## src/rtl/sc_pointtype_ctrl.sv

```systemverilog
// sc_pointtype_ctrl: turns start/left/right buttons into clear/load/rotate strobes for the point register,
// vetoing moves that would wrap or collide with the background row, with hold-to-repeat on direction buttons.
module sc_pointtype_ctrl #(
    parameter int DATAWIDTH     = 8,
    parameter int HOLD_CYCLES   = 25000000,
    parameter int REPEAT_CYCLES = 5000000,
    parameter int CNT_WIDTH     = 25
) (
    input  logic                 SC_RegPOINTTYPE_CLOCK_50,
    input  logic                 SC_RegPOINTTYPE_RESET_InHigh,
    input  logic                 SC_PointCtrl_start_InLow,
    input  logic                 SC_PointCtrl_left_InLow,
    input  logic                 SC_PointCtrl_right_InLow,
    input  logic [DATAWIDTH-1:0] SC_PointCtrl_piece_InBUS,
    input  logic [DATAWIDTH-1:0] SC_PointCtrl_background_InBUS,
    input  logic [DATAWIDTH-1:0] SC_PointCtrl_point_InBUS,
    output logic                 SC_PointCtrl_clear_OutLow,
    output logic                 SC_PointCtrl_load0_OutLow,
    output logic [1:0]           SC_PointCtrl_shiftselection_Out,
    output logic [DATAWIDTH-1:0] SC_PointCtrl_data0_OutBUS,
    output logic                 SC_PointCtrl_blocked_Out,
    output logic                 SC_PointCtrl_busy_Out
);
    typedef enum logic [2:0] {IDLE, CLEAR, LOAD, READY, SETTLE} state_t;
    state_t state, stateNext;
    logic [2:0] syncStart, syncLeft, syncRight;
    logic pressStart, pressLeft, pressRight;
    logic [CNT_WIDTH-1:0] count, limit;
    logic repeating, pend;
    logic heldLeft, heldRight, dirLeft, dirRight, inRun, clrCnt, hit, rep;
    logic moveLeft, moveRight, okLeft, okRight;
    logic [1:0] shiftNext;
    logic blockedNext;
    logic [DATAWIDTH-1:0] pt, bg;
    // bit 0/1 form the synchronizer, bit 2 holds the previous synchronized level for edge detection
    always_ff @(posedge SC_RegPOINTTYPE_CLOCK_50 or posedge SC_RegPOINTTYPE_RESET_InHigh) begin
        if (SC_RegPOINTTYPE_RESET_InHigh) begin
            syncStart  <= '1;
            syncLeft   <= '1;
            syncRight  <= '1;
            pressStart <= 1'b0;
            pressLeft  <= 1'b0;
            pressRight <= 1'b0;
        end else begin
            syncStart  <= {syncStart[1:0], SC_PointCtrl_start_InLow};
            syncLeft   <= {syncLeft[1:0], SC_PointCtrl_left_InLow};
            syncRight  <= {syncRight[1:0], SC_PointCtrl_right_InLow};
            pressStart <= syncStart[2] & ~syncStart[1];
            pressLeft  <= syncLeft[2] & ~syncLeft[1];
            pressRight <= syncRight[2] & ~syncRight[1];
        end
    end
    assign pt        = SC_PointCtrl_point_InBUS;
    assign bg        = SC_PointCtrl_background_InBUS;
    assign heldLeft  = ~syncLeft[1];
    assign heldRight = ~syncRight[1];
    assign dirLeft   = heldLeft & ~heldRight;
    assign dirRight  = heldRight & ~heldLeft;
    assign inRun     = (state == READY) || (state == SETTLE);
    assign limit     = repeating ? CNT_WIDTH'(REPEAT_CYCLES) : CNT_WIDTH'(HOLD_CYCLES);
    assign clrCnt    = !inRun || !(dirLeft || dirRight) || pressLeft || pressRight;
    assign hit       = !clrCnt && (count >= limit - CNT_WIDTH'(1));
    assign rep       = pend | hit;
    assign moveLeft  = dirLeft & ~pressRight & (pressLeft | rep);
    assign moveRight = dirRight & ~pressLeft & (pressRight | rep);
    assign okLeft    = (pt != '0) && !pt[DATAWIDTH-1] && (((pt << 1) & bg) == '0);
    assign okRight   = (pt != '0) && !pt[0] && (((pt >> 1) & bg) == '0);
    always_comb begin
        stateNext   = state;
        shiftNext   = 2'b00;
        blockedNext = 1'b0;
        case (state)
            IDLE:   stateNext = pressStart ? CLEAR : IDLE;
            CLEAR:  stateNext = LOAD;
            LOAD:   stateNext = SETTLE;
            SETTLE: stateNext = READY;
            READY: begin
                if (pressStart) stateNext = CLEAR;
                else if (moveLeft || moveRight) begin
                    if (moveLeft ? okLeft : okRight) begin
                        shiftNext = moveLeft ? 2'b01 : 2'b10;
                        stateNext = SETTLE;
                    end else blockedNext = 1'b1;
                end
            end
            default: stateNext = IDLE;
        endcase
    end
    // a repeat due while settling is held in pend until the next READY cycle
    always_ff @(posedge SC_RegPOINTTYPE_CLOCK_50 or posedge SC_RegPOINTTYPE_RESET_InHigh) begin
        if (SC_RegPOINTTYPE_RESET_InHigh) begin
            count     <= '0;
            repeating <= 1'b0;
            pend      <= 1'b0;
        end else begin
            count     <= (clrCnt || hit) ? '0 : (count == '1 ? count : count + CNT_WIDTH'(1));
            repeating <= clrCnt ? 1'b0 : (hit | repeating);
            pend      <= !clrCnt && (state != READY) && rep;
        end
    end
    always_ff @(posedge SC_RegPOINTTYPE_CLOCK_50 or posedge SC_RegPOINTTYPE_RESET_InHigh) begin
        if (SC_RegPOINTTYPE_RESET_InHigh) begin
            state                           <= IDLE;
            SC_PointCtrl_clear_OutLow       <= 1'b1;
            SC_PointCtrl_load0_OutLow       <= 1'b1;
            SC_PointCtrl_shiftselection_Out <= 2'b00;
            SC_PointCtrl_data0_OutBUS       <= '0;
            SC_PointCtrl_blocked_Out        <= 1'b0;
            SC_PointCtrl_busy_Out           <= 1'b0;
        end else begin
            state                           <= stateNext;
            SC_PointCtrl_clear_OutLow       <= stateNext != CLEAR;
            SC_PointCtrl_load0_OutLow       <= stateNext != LOAD;
            SC_PointCtrl_shiftselection_Out <= shiftNext;
            SC_PointCtrl_data0_OutBUS       <= (stateNext == CLEAR) ? SC_PointCtrl_piece_InBUS : SC_PointCtrl_data0_OutBUS;
            SC_PointCtrl_blocked_Out        <= blockedNext;
            SC_PointCtrl_busy_Out           <= (stateNext == CLEAR) || (stateNext == LOAD) || (stateNext == SETTLE);
        end
    end
endmodule
```

## config.mk

```make
export PLATFORM = sky130hd
export DESIGN_NAME = sc_pointtype_ctrl
export DESIGN_NICKNAME = d
export VERILOG_FILES = /design/src/rtl/sc_pointtype_ctrl.sv
export SDC_FILE = /design/constraint.sdc
export NUM_CORES = 1
export LEC_CHECK = 0
export CELL_PAD_IN_SITES_DETAIL_PLACEMENT = 1
export CELL_PAD_IN_SITES_GLOBAL_PLACEMENT = 2
export CORE_MARGIN = 1
export CORE_UTILIZATION = 30
export DETAILED_ROUTE_END_ITERATION = 12
export DONT_BUFFER_PORTS = 1
export PLACE_DENSITY_LB_ADDON = 0.1
export SYNTH_ARGS = -nofsm -noshare
export SYNTH_HDL_FRONTEND = slang
export SYNTH_SLANG_ARGS = --single-unit
```

## constraint.sdc

```tcl
create_clock -name SC_RegPOINTTYPE_CLOCK_50 -period 5.05 [get_ports SC_RegPOINTTYPE_CLOCK_50]
set_input_delay 0.505 -clock SC_RegPOINTTYPE_CLOCK_50 [delete_from_list [all_inputs] [get_ports SC_RegPOINTTYPE_CLOCK_50]]
set_output_delay 0.505 -clock SC_RegPOINTTYPE_CLOCK_50 [all_outputs]
set_load 0.005 [all_outputs]
```

==> reports/metrics.cfg, run 1 <==
[synthesis]
synth_common_cells = dfrtp_1, nor2_1, nand2_1, xor2_1
synth_top_area_frac = 0.3977
synthTopCellsByArea = dfrtp_1, dfstp_2, ha_1
synth.distinct_cells = 53
synthCells = 273
syn_nets = 313
avgSynthCellArea_um2 = 10.37
ys_seq_elements = 56
yosysMostFrequentCell = dfrtp_1
async_reset_ff_frac = 1.000
synth_edf_count = 0
synth_top_area_cell = dfrtp_1
netlist_area_um2 = 2831
yosys_warnings = 0
ys.flop_type = dfrtp_1
ys_seq_area_frac = 0.4998

[sta]
finalMaxSlewViolations = 0
finalSetupViolations = 0
rsz0062_at_grt = no
post-route-min-period_ns = 2.734
fin_ws_ns = 2.316
fmax_mhz = 365.8
relSlewSlack = 0.5104
skew_ns = 0.01124
timing_hold_violations_final = 0
finalCritPeriodShare = 0.5413
worst_pin_slew_ns = 0.7312
fin_tns_setup_ns = 0

[floorplanning]
die-width_um = 99.15
start_util = 0.3079
ioPinCount = 43
die_y_um = 99.15
core_um2 = 9196
num_rows = 35
die_area_um2 = 9831

[worst_hold_path]
worstHoldStart = SC_PointCtrl_right_InLow
hold_depth = 0
hold_class = input port to register
whs_endpoint = syncRight[0]

[detailed_routing]
vias = 2019
vias_per_cell = 5.244
ant_nets = 0
first_pass_iters = 4
post_drt_wl_per_cell_um = 15.69
drt_iter0_drc = 51
wirelength_um = 6042
drc = 0

[layout]
final_util = 0.3306
nNetsFinal = 313
syn_to_final_growth_pct = 7.380
diodes = 0
final_layout_size_suffix_gt1_frac = 0.1460
finalInstanceArea_um2 = 3040

[critical_path]
cpPeakStageDelay_ns = 0.53
path_cells = inv_1 > ha_1 > nor3_1 > o21ai_1 > a2111oi_2 > o21bai_2 > a41o_1 > mux2_4 > o31a_1
worstPathArrival_ns = 2.96
crit_path_end_kind = register
cp_slowest_cell = dfrtp_1
path_class = register to register
crit_required_ns = 5.28
crit_path_max_fanout = 8
rrSetupSlack_ns = 2.32
r2r_cells = 9
r2r_end = state[1]
startpoint_type = register
r2r-start = repeating

[global_routing]
track_usage = 0.1379
grt_max_degree = 57
antenna_found_initial = 0
grt_pass1_vias = 2157
grt.overflow.total = 0
grt_pass1_wl_um = 10600

[clock_network]
ctsHoldBuffers = 0
cts-root-buf = clkbuf_8
cts.sinks = 56
ctsLongestPathBuffers = 2
cts_buffers = 5
cts_tree = yes
clk_latency_ns = 0.32
clk_pin_slew_worst_paths_ns = 0.12
post-cts-setup-buffers = 0
ctsHtreeMaxLevel = 2
cts_resized = 0

[status]
status = finished, final reports clean

[run]
maxCapViolCount = 0

[place]
place_congestion = 0.6676
hpwlAfterDp_um = 4188
pre_cts_ws_ns = 2.297
numPortBuffers = 0
placed_cell_area_um2 = 2943

[pwr]
peakVddDrop_v = 0.0001901
p_leak_nw = 1.267
p_per_area_nw_per_um2 = 336.3

-- per-layer routing --
metal,up-vias,share of wire,global-route usage
met3,4,0.038,0.02600
met2,50,0.44,0.2205
li1,967,-,-
met4,0,0.010,0.04072
met1,998,0.51,0.1911
met5,-,0,0
-- cell usage in the layout, fill, tap and decap left out, types with 2 or more instances in the layout --
cell type	Yosys	layout
a22oi_1	3	3
dfrtp_1	45	45
inv_6	0	2
nor2b_1	6	6
clkbuf_8	0	5
nand3_1	8	8
nand4b_1	2	2
a41o_1	2	2
a22o_1	2	2
and4_1	2	2
nor3_1	6	6
xnor2_1	8	8
ha_1	11	11
a21o_1	2	2
mux2_2	8	8
nand2_1	22	22
dfstp_2	11	11
o21ai_0	6	6
nor2_1	34	34
nor4_1	3	3
and3_1	6	6
a221oi_1	2	2
nand4_1	8	8
and2_1	2	2
or3_1	5	5
xor2_1	13	13
inv_1	10	9
nand2b_1	3	3
a21oi_1	11	11
-- logic make-up (layout without fill, tap and decap cells) --
group | after synthesis | count (layout) | synth area share
mux | 10 | 10 | 0.04065
compound gates | 40 | 40 | 0.1038
buf+inv | 18 | 19 | 0.02563
xor+xnor | 21 | 21 | 0.06496
simple gates | 117 | 117 | 0.2165
fa+ha+maj | 11 | 11 | 0.04861
flops | 56 | 56 | 0.4998
-- layout make-up --
class                      count  area, um^2
timing repair buffer           1       7.507
clock inverter                 3       28.78
tap                          111       138.9
clock buffer                   5       68.82
multi-input combinational    199        1344
sequential                    56        1415
inverter                      10       37.54
fill                        1031        6156
-- power by group --
group / total, mW / switching, mW / internal (mW)
clock network: 0.278 / 0.173 / 0.105
registers: 0.574 / 0.0597 / 0.514
logic: 0.171 / 0.0844 / 0.0861
total: 1.02 / 0.317 / 0.706
-- critical path: cells and delay by family, from the launching register on --
| family | cells | cell delay (ns) |
|---|---|---|
| compound gates | 5 | 1.29 |
| flops | 1 | 0.53 |
| mux | 1 | 0.34 |
| fa+ha+maj | 1 | 0.21 |
| simple gates | 1 | 0.16 |
| buf+inv | 1 | 0.11 |
-- state kept, by name, indices dropped and copies added (netlist names), 2 cells and up --
name,flops
SC_PointCtrl_shiftselection_Out,2
count,25
state,3
syncRight,3
SC_PointCtrl_data0_OutBUS,8
syncStart,3
syncLeft,3
-- per-stage QoR --
stage,total power [mW],hold WS [ns],std cells
5_1_grt,1.090,0.1381,385
4_1_cts,1.045,0.1472,385
6_report,1.022,0.1659,385
3_3_place_gp,0.7577,0.3456,377
2_1_floorplan,0.7190,0.3452,273
3_5_place_dp,0.7577,0.3510,377
-- worst max path at each step --
| stage | slack [ns] | to | start | depth (start not counted) |
|---|---|---|---|---|
| detailed placement | 2.30 | state[1] | repeating | 9 |
| global route | 2.11 | count[16] | repeating | 8 |
| finish | 2.32 | state[1] | repeating | 9 |
| floorplan | 2.61 | state[1] | repeating | 9 |
| global placement | 2.30 | state[1] | repeating | 9 |
| CTS | 2.29 | count[16] | repeating | 8 |
Note: power is estimated with default switching activity, not from simulation.
==> run 2, diff against run 1 <==
clock period = 2.5 ns   (was 5.05 ns; I/O delays follow)
==> reports/metrics.cfg, run 2 (synthesized netlist as in run 1, its figures left out) <==
[floorplanning]
ioPinCount = 43  ; unchanged
die-width_um = 99.15  ; unchanged
core_um2 = 9196  ; unchanged
num_rows = 35  ; unchanged
die_area_um2 = 9831  ; unchanged
die_y_um = 99.15  ; unchanged
start_util = 0.3079  ; unchanged

[clock_network]
cts.sinks = 56  ; unchanged
cts-root-buf = clkbuf_8
ctsHtreeMaxLevel = 2  ; unchanged
clk_latency_ns = 0.33  ; about the same
ctsLongestPathBuffers = 2  ; unchanged
cts_tree = yes
clk_pin_slew_worst_paths_ns = 0.12  ; about the same
cts_buffers = 5  ; unchanged

[critical_path]
worstPathArrival_ns = 2.82  ; -0.14 ns
r2r-start = repeating
path_class = register to register
cpPeakStageDelay_ns = 0.49  ; -0.04 ns
critPathBufInv = 3  ; +2
r2r_cells = 10  ; +1
r2r_end = count[24]
crit_path_end_kind = register
cp_slowest_cell = dfrtp_2
crit_required_ns = 2.76  ; -2.52 ns
rrSetupSlack_ns = -0.06  ; -2.38 ns
critPathTopFamily = compound AO/OA/AOI/OAI gates
path_cells = inv_2 > ha_4 > nor3_4 > o21ai_2 > a2111oi_4 > o21bai_2 > buf_6 > or3b_4 > clkbuf_16 > a21oi_1
startpoint_type = register
crit_path_max_fanout = 8  ; unchanged

[layout]
final_cell_mix = dfrtp_1, buf_4, nor2_1, nand2_1, xor2_1
largest_reg_flops = 25  ; unchanged
diodes = 0  ; unchanged
fill_cells = 1028  ; -0.29%
regMostFlops = count
nNetsFinal = 352  ; +12%
finalInstanceArea_um2 = 3540  ; +16%
final_layout_size_suffix_gt1_frac = 0.3227  ; +0.1767
layout_commonest_cell = dfrtp_1
syn_to_final_growth_pct = 25.01
top_regs = count: 25 flops, SC_PointCtrl_data0_OutBUS: 8 flops

[sta]
skew_ns = 0.01099  ; -0.0002531 ns
finalSetupViolations = 26  ; +26
timing_hold_violations_final = 0  ; unchanged
rsz0062_at_grt = yes
finalMaxSlewViolations = 0  ; unchanged
fin_tns_setup_ns = -0.9468  ; -0.9468 ns
relSlewSlack = 0.6993  ; +0.1889
post-route-min-period_ns = 2.562  ; -0.1718 ns
fin_ws_ns = -0.06184  ; -2.378 ns
worst_pin_slew_ns = 0.4496  ; -0.2816 ns
hold_ws_ns = 0.06994  ; -0.09591 ns
finalCritPeriodShare = 1.025  ; +0.4834
fmax_mhz = 390.3  ; +6.7%

[worst_hold_path]
whs_endpoint = SC_PointCtrl_data0_OutBUS[1]
hold_class = input port to register
hold_depth = 1  ; +1
worstHoldStart = SC_PointCtrl_piece_InBUS[1]

[pwr]
power.total_mw = 2.200  ; +120%
peakVddDrop_v = 0.0003703  ; +95%
p_per_area_nw_per_um2 = 621.5  ; +85%
p_leak_nw = 1.497  ; +18%

[place]
hpwlAfterDp_um = 4686  ; +12%
placed_cell_area_um2 = 3173  ; +7.8%
pre_cts_ws_ns = -0.3262  ; -2.624 ns
place_congestion = 0.7314  ; +9.6%
numPortBuffers = 0  ; unchanged

[global_routing]
antenna_found_initial = 0  ; unchanged
grt_max_degree = 27  ; -53%
track_usage = 0.1490  ; +0.01110
grt_pass1_wl_um = 11450  ; +8.1%
grt_pass1_vias = 2356  ; +9.2%
grt.overflow.total = 0  ; unchanged

[detailed_routing]
first_pass_iters = 4  ; unchanged
drc = 0  ; unchanged
vias = 2179  ; +7.9%
wirelength_um = 6928  ; +15%
ant_nets = 0  ; unchanged
post_drt_wl_per_cell_um = 16.34  ; +4.1%
vias_per_cell = 5.139  ; -2.0%
drt_iter0_drc = 48  ; -5.9%

[run]
maxCapViolCount = 0  ; unchanged

[status]
failed_checks = setup timing
status = finished, violations left

==> run 2: worst max-delay path by stage <==
stage          startpoint   endpoint  slack [ns]  depth (start not counted)
5_1_grt         repeating  count[20]       -0.18                         10
3_5_place_dp    repeating  count[12]       -0.33                         10
4_1_cts         repeating  count[23]       -0.05                          9
3_3_place_gp    repeating   state[1]       -0.28                          9
2_1_floorplan   repeating   state[1]        0.06                          9
6_report        repeating  count[24]       -0.06                         10
==> run 2: cell type report <==
class	count	area (um^2)	area share
multi-input combinational	199	1485	0.4196
sequential	56	1416	0.4001
timing repair buffer	40	364.1	0.1029
tap	111	138.9	0.03924
clock buffer	5	68.82	0.01944
inverter	10	37.54	0.01060
clock inverter	3	28.78	0.008130
==> run 2: stage by stage <==
step,cells,utilization
finish,424,0.3849
global route,424,0.3849
CTS,419,0.3687
detailed placement,406,0.3450
global placement,406,0.3450
floorplan,273,-
==> run 2: metal layers <==
layer	share of wire	global-route usage	up-vias
li1	-	-	1043
met1	0.49	0.2087	1086
met2	0.46	0.2372	43
met3	0.033	0.02460	7
met4	0.011	0.04638	0
met5	0	0	-
==> run 2: where the power goes <==
group,internal (mW),switching (mW),leakage (nW)
Combinational,0.258,0.254,0.730
Clock,0.213,0.350,0.0511
Sequential,1.04,0.0862,0.715
Total,1.51,0.690,1.50
==> run 2: repair_timing <==
| action | CTS | global route |
|---|---|---|
| hold buffers | 4 | 0 |
| gates cloned | 1 | 1 |
| setup endpoints to repair | 32 | 31 |
| setup buffers | 0 | 4 |
| pin swaps | 0 | 14 |
| endpoints found under the hold margin | 17 | 0 |
| gates resized for setup | 10 | 26 |
==> run 3, diff against run 2 <==
MAX_ROUTING_LAYER = met4   (was unset)
clock period = 2.55 ns   (was 2.5 ns; I/O delays follow)
==> reports/metrics.cfg, run 3 (synthesized netlist as in run 1, its figures left out) <==
[status]
status = finished, final reports clean

[global_routing]
grt_pass1_wl_um = 10810  ; -5.7%
grt.overflow.total = 0  ; unchanged
antenna_found_initial = 0  ; unchanged
grt_pass1_vias = 2218  ; -5.9%
track_usage = 0.1445  ; -0.004505
grt_max_degree = 24  ; -11%

[detailed_routing]
drc = 0  ; unchanged
vias_per_cell = 5.127  ; -0.23%
met2_length_um = 2986  ; -6.8%
ant_nets = 0  ; unchanged
wirelength_um = 6561  ; -5.3%
vias = 2138  ; -1.9%
top_layer = met4
wl_met1_um = 3285  ; -4.0%
first_pass_iters = 4  ; unchanged
post_drt_wl_per_cell_um = 15.73  ; -3.7%
drt_iter0_drc = 46  ; -4.2%
route.met3.wl_um = 238  ; +3.5%

[floorplanning]
ioPinCount = 43  ; unchanged
die_y_um = 99.15  ; unchanged
die-width_um = 99.15  ; unchanged
core_um2 = 9196  ; unchanged
num_rows = 35  ; unchanged
start_util = 0.3079  ; unchanged
die_area_um2 = 9831  ; unchanged

[clock_network]
cts_buffers = 5  ; unchanged
ctsLongestPathBuffers = 2  ; unchanged
clk_pin_slew_worst_paths_ns = 0.11  ; about the same
ctsHtreeMaxLevel = 2  ; unchanged
cts-root-buf = clkbuf_8
cts_tree = yes
clk_latency_ns = 0.32  ; about the same
cts.sinks = 56  ; unchanged

[pwr]
peakVddDrop_v = 0.0003560  ; -3.9%
p_per_area_nw_per_um2 = 613.0  ; -1.4%
p_leak_nw = 1.455  ; -2.8%

[sta]
post-route-min-period_ns = 2.530  ; -0.03234 ns
finalCritPeriodShare = 0.9920  ; -0.03278
finalMaxSlewViolations = 0  ; unchanged
skew_ns = 0.01462  ; +0.003632 ns
fmax_mhz = 395.3  ; +1.3%
worst_pin_slew_ns = 0.4571  ; +0.007447 ns
rsz0062_at_grt = yes
finalSetupViolations = 0  ; -100%
hold_ws_ns = 0.07862  ; +0.008679 ns
timing_hold_violations_final = 0  ; unchanged
relSlewSlack = 0.6948  ; -0.004503

[layout]
final_util = 0.3812  ; -0.003674
layout_commonest_cell = dfrtp_1
nNetsFinal = 345  ; -2.0%
syn_to_final_growth_pct = 23.82
fin_cells = 417  ; -1.7%
fill_cells = 1023  ; -0.49%
largest_reg_flops = 25  ; unchanged
final_cell_mix = dfrtp_1, nor2_1, buf_4, nand2_1, xor2_1
regMostFlops = count
diodes = 0  ; unchanged
top_regs = count: 25 flops, SC_PointCtrl_data0_OutBUS: 8 flops
final_layout_size_suffix_gt1_frac = 0.2974  ; -0.02530

[critical_path]
rrSetupSlack_ns = 0.02  ; +0.08 ns
crit_path_max_fanout = 6  ; -2
crit_required_ns = 2.81  ; +0.05 ns
r2r_cells = 9  ; -1
path_class = register to register
crit_path_end_kind = register
worstPathArrival_ns = 2.79  ; -0.03 ns
r2r-start = repeating
startpoint_type = register
r2r_end = count[22]

[place]
hpwlAfterDp_um = 4498  ; -4.0%
dp.cells = 398  ; -2.0%
place_congestion = 0.7613  ; +4.1%
numPortBuffers = 0  ; unchanged

[worst_hold_path]
hold_depth = 1  ; unchanged
hold_class = input port to register
whs_endpoint = SC_PointCtrl_data0_OutBUS[1]
worstHoldStart = SC_PointCtrl_piece_InBUS[1]

[run]
maxCapViolCount = 0  ; unchanged

-- run 3: cell types whose count changed in the layout (fill, tap and decap cells not counted), sizes merged --
| cell | previous run | this run |
|---|---|---|
| buf | 35 | 28 |
-- run 3: area by class of cell --
cell class / count / area (um^2) / share of cell area
Inverter: 10 / 37.54 / 0.01071
Tap cell: 111 / 138.9 / 0.03961
Timing Repair Buffer: 33 / 344.1 / 0.09814
Multi-Input combinational cell: 199 / 1471 / 0.4197
Clock inverter: 3 / 28.78 / 0.008208
Clock buffer: 5 / 68.82 / 0.01963
Sequential cell: 56 / 1416 / 0.4040
-- run 3: report_power, final --
part           internal [mW]  switching [mW]
combinational          0.261           0.244
clock                  0.209           0.333
sequential              1.02          0.0835
total                   1.49           0.661
-- run 3: timing repair --
item                       4_1_cts  5_1_grt
cloned                           2        1
pin swaps                        4        7
hold endpoints to repair        20        0
hold buffers                     4        0
buffers inserted                 2        2
setup endpoints to repair       30       30
gates resized for setup         14       15
-- run 3: critical path, stage by stage, from the launching register on --
cell and delay [ns]:
dfrtp_2 0.49, buf_12 0.16, ha_4 0.21, and4b_1 0.20, a221o_1 0.33, o21bai_4 0.18, buf_6 0.12, or3b_4 0.49
clkbuf_16 0.20, nor2_1 0.09
-- run 3: worst max-delay path by stage --
stage	cells past startpoint	endpoint	from	slack [ns]
floorplan	9	state[1]	repeating	0.11
global placement	9	state[1]	repeating	-0.22
detailed placement	9	state[1]	repeating	-0.21
CTS	9	count[20]	repeating	0.01
global route	9	count[20]	repeating	-0.03
finish	9	count[22]	repeating	0.02
-- run 3: through the flow --
stage	instance area [um^2]	setup slack (ns)	power (mW)	TNS, ns
detailed placement	3113	-0.2127	1.562	-4.556
global placement	3113	-0.2191	1.558	-5.178
global route	3506	-0.03117	2.284	-0.4118
CTS	3401	0.009654	2.176	0
floorplan	2831	0.1141	1.424	0
finish	3506	0.02050	2.149	0
-- run 3: per-layer routing --
layer | up-vias | track usage
met3 | 5 | 0.02600
li1 | 1031 | -
met1 | 1057 | 0.1947
met5 | - | -
met2 | 45 | 0.2259
met4 | 0 | 0.03733
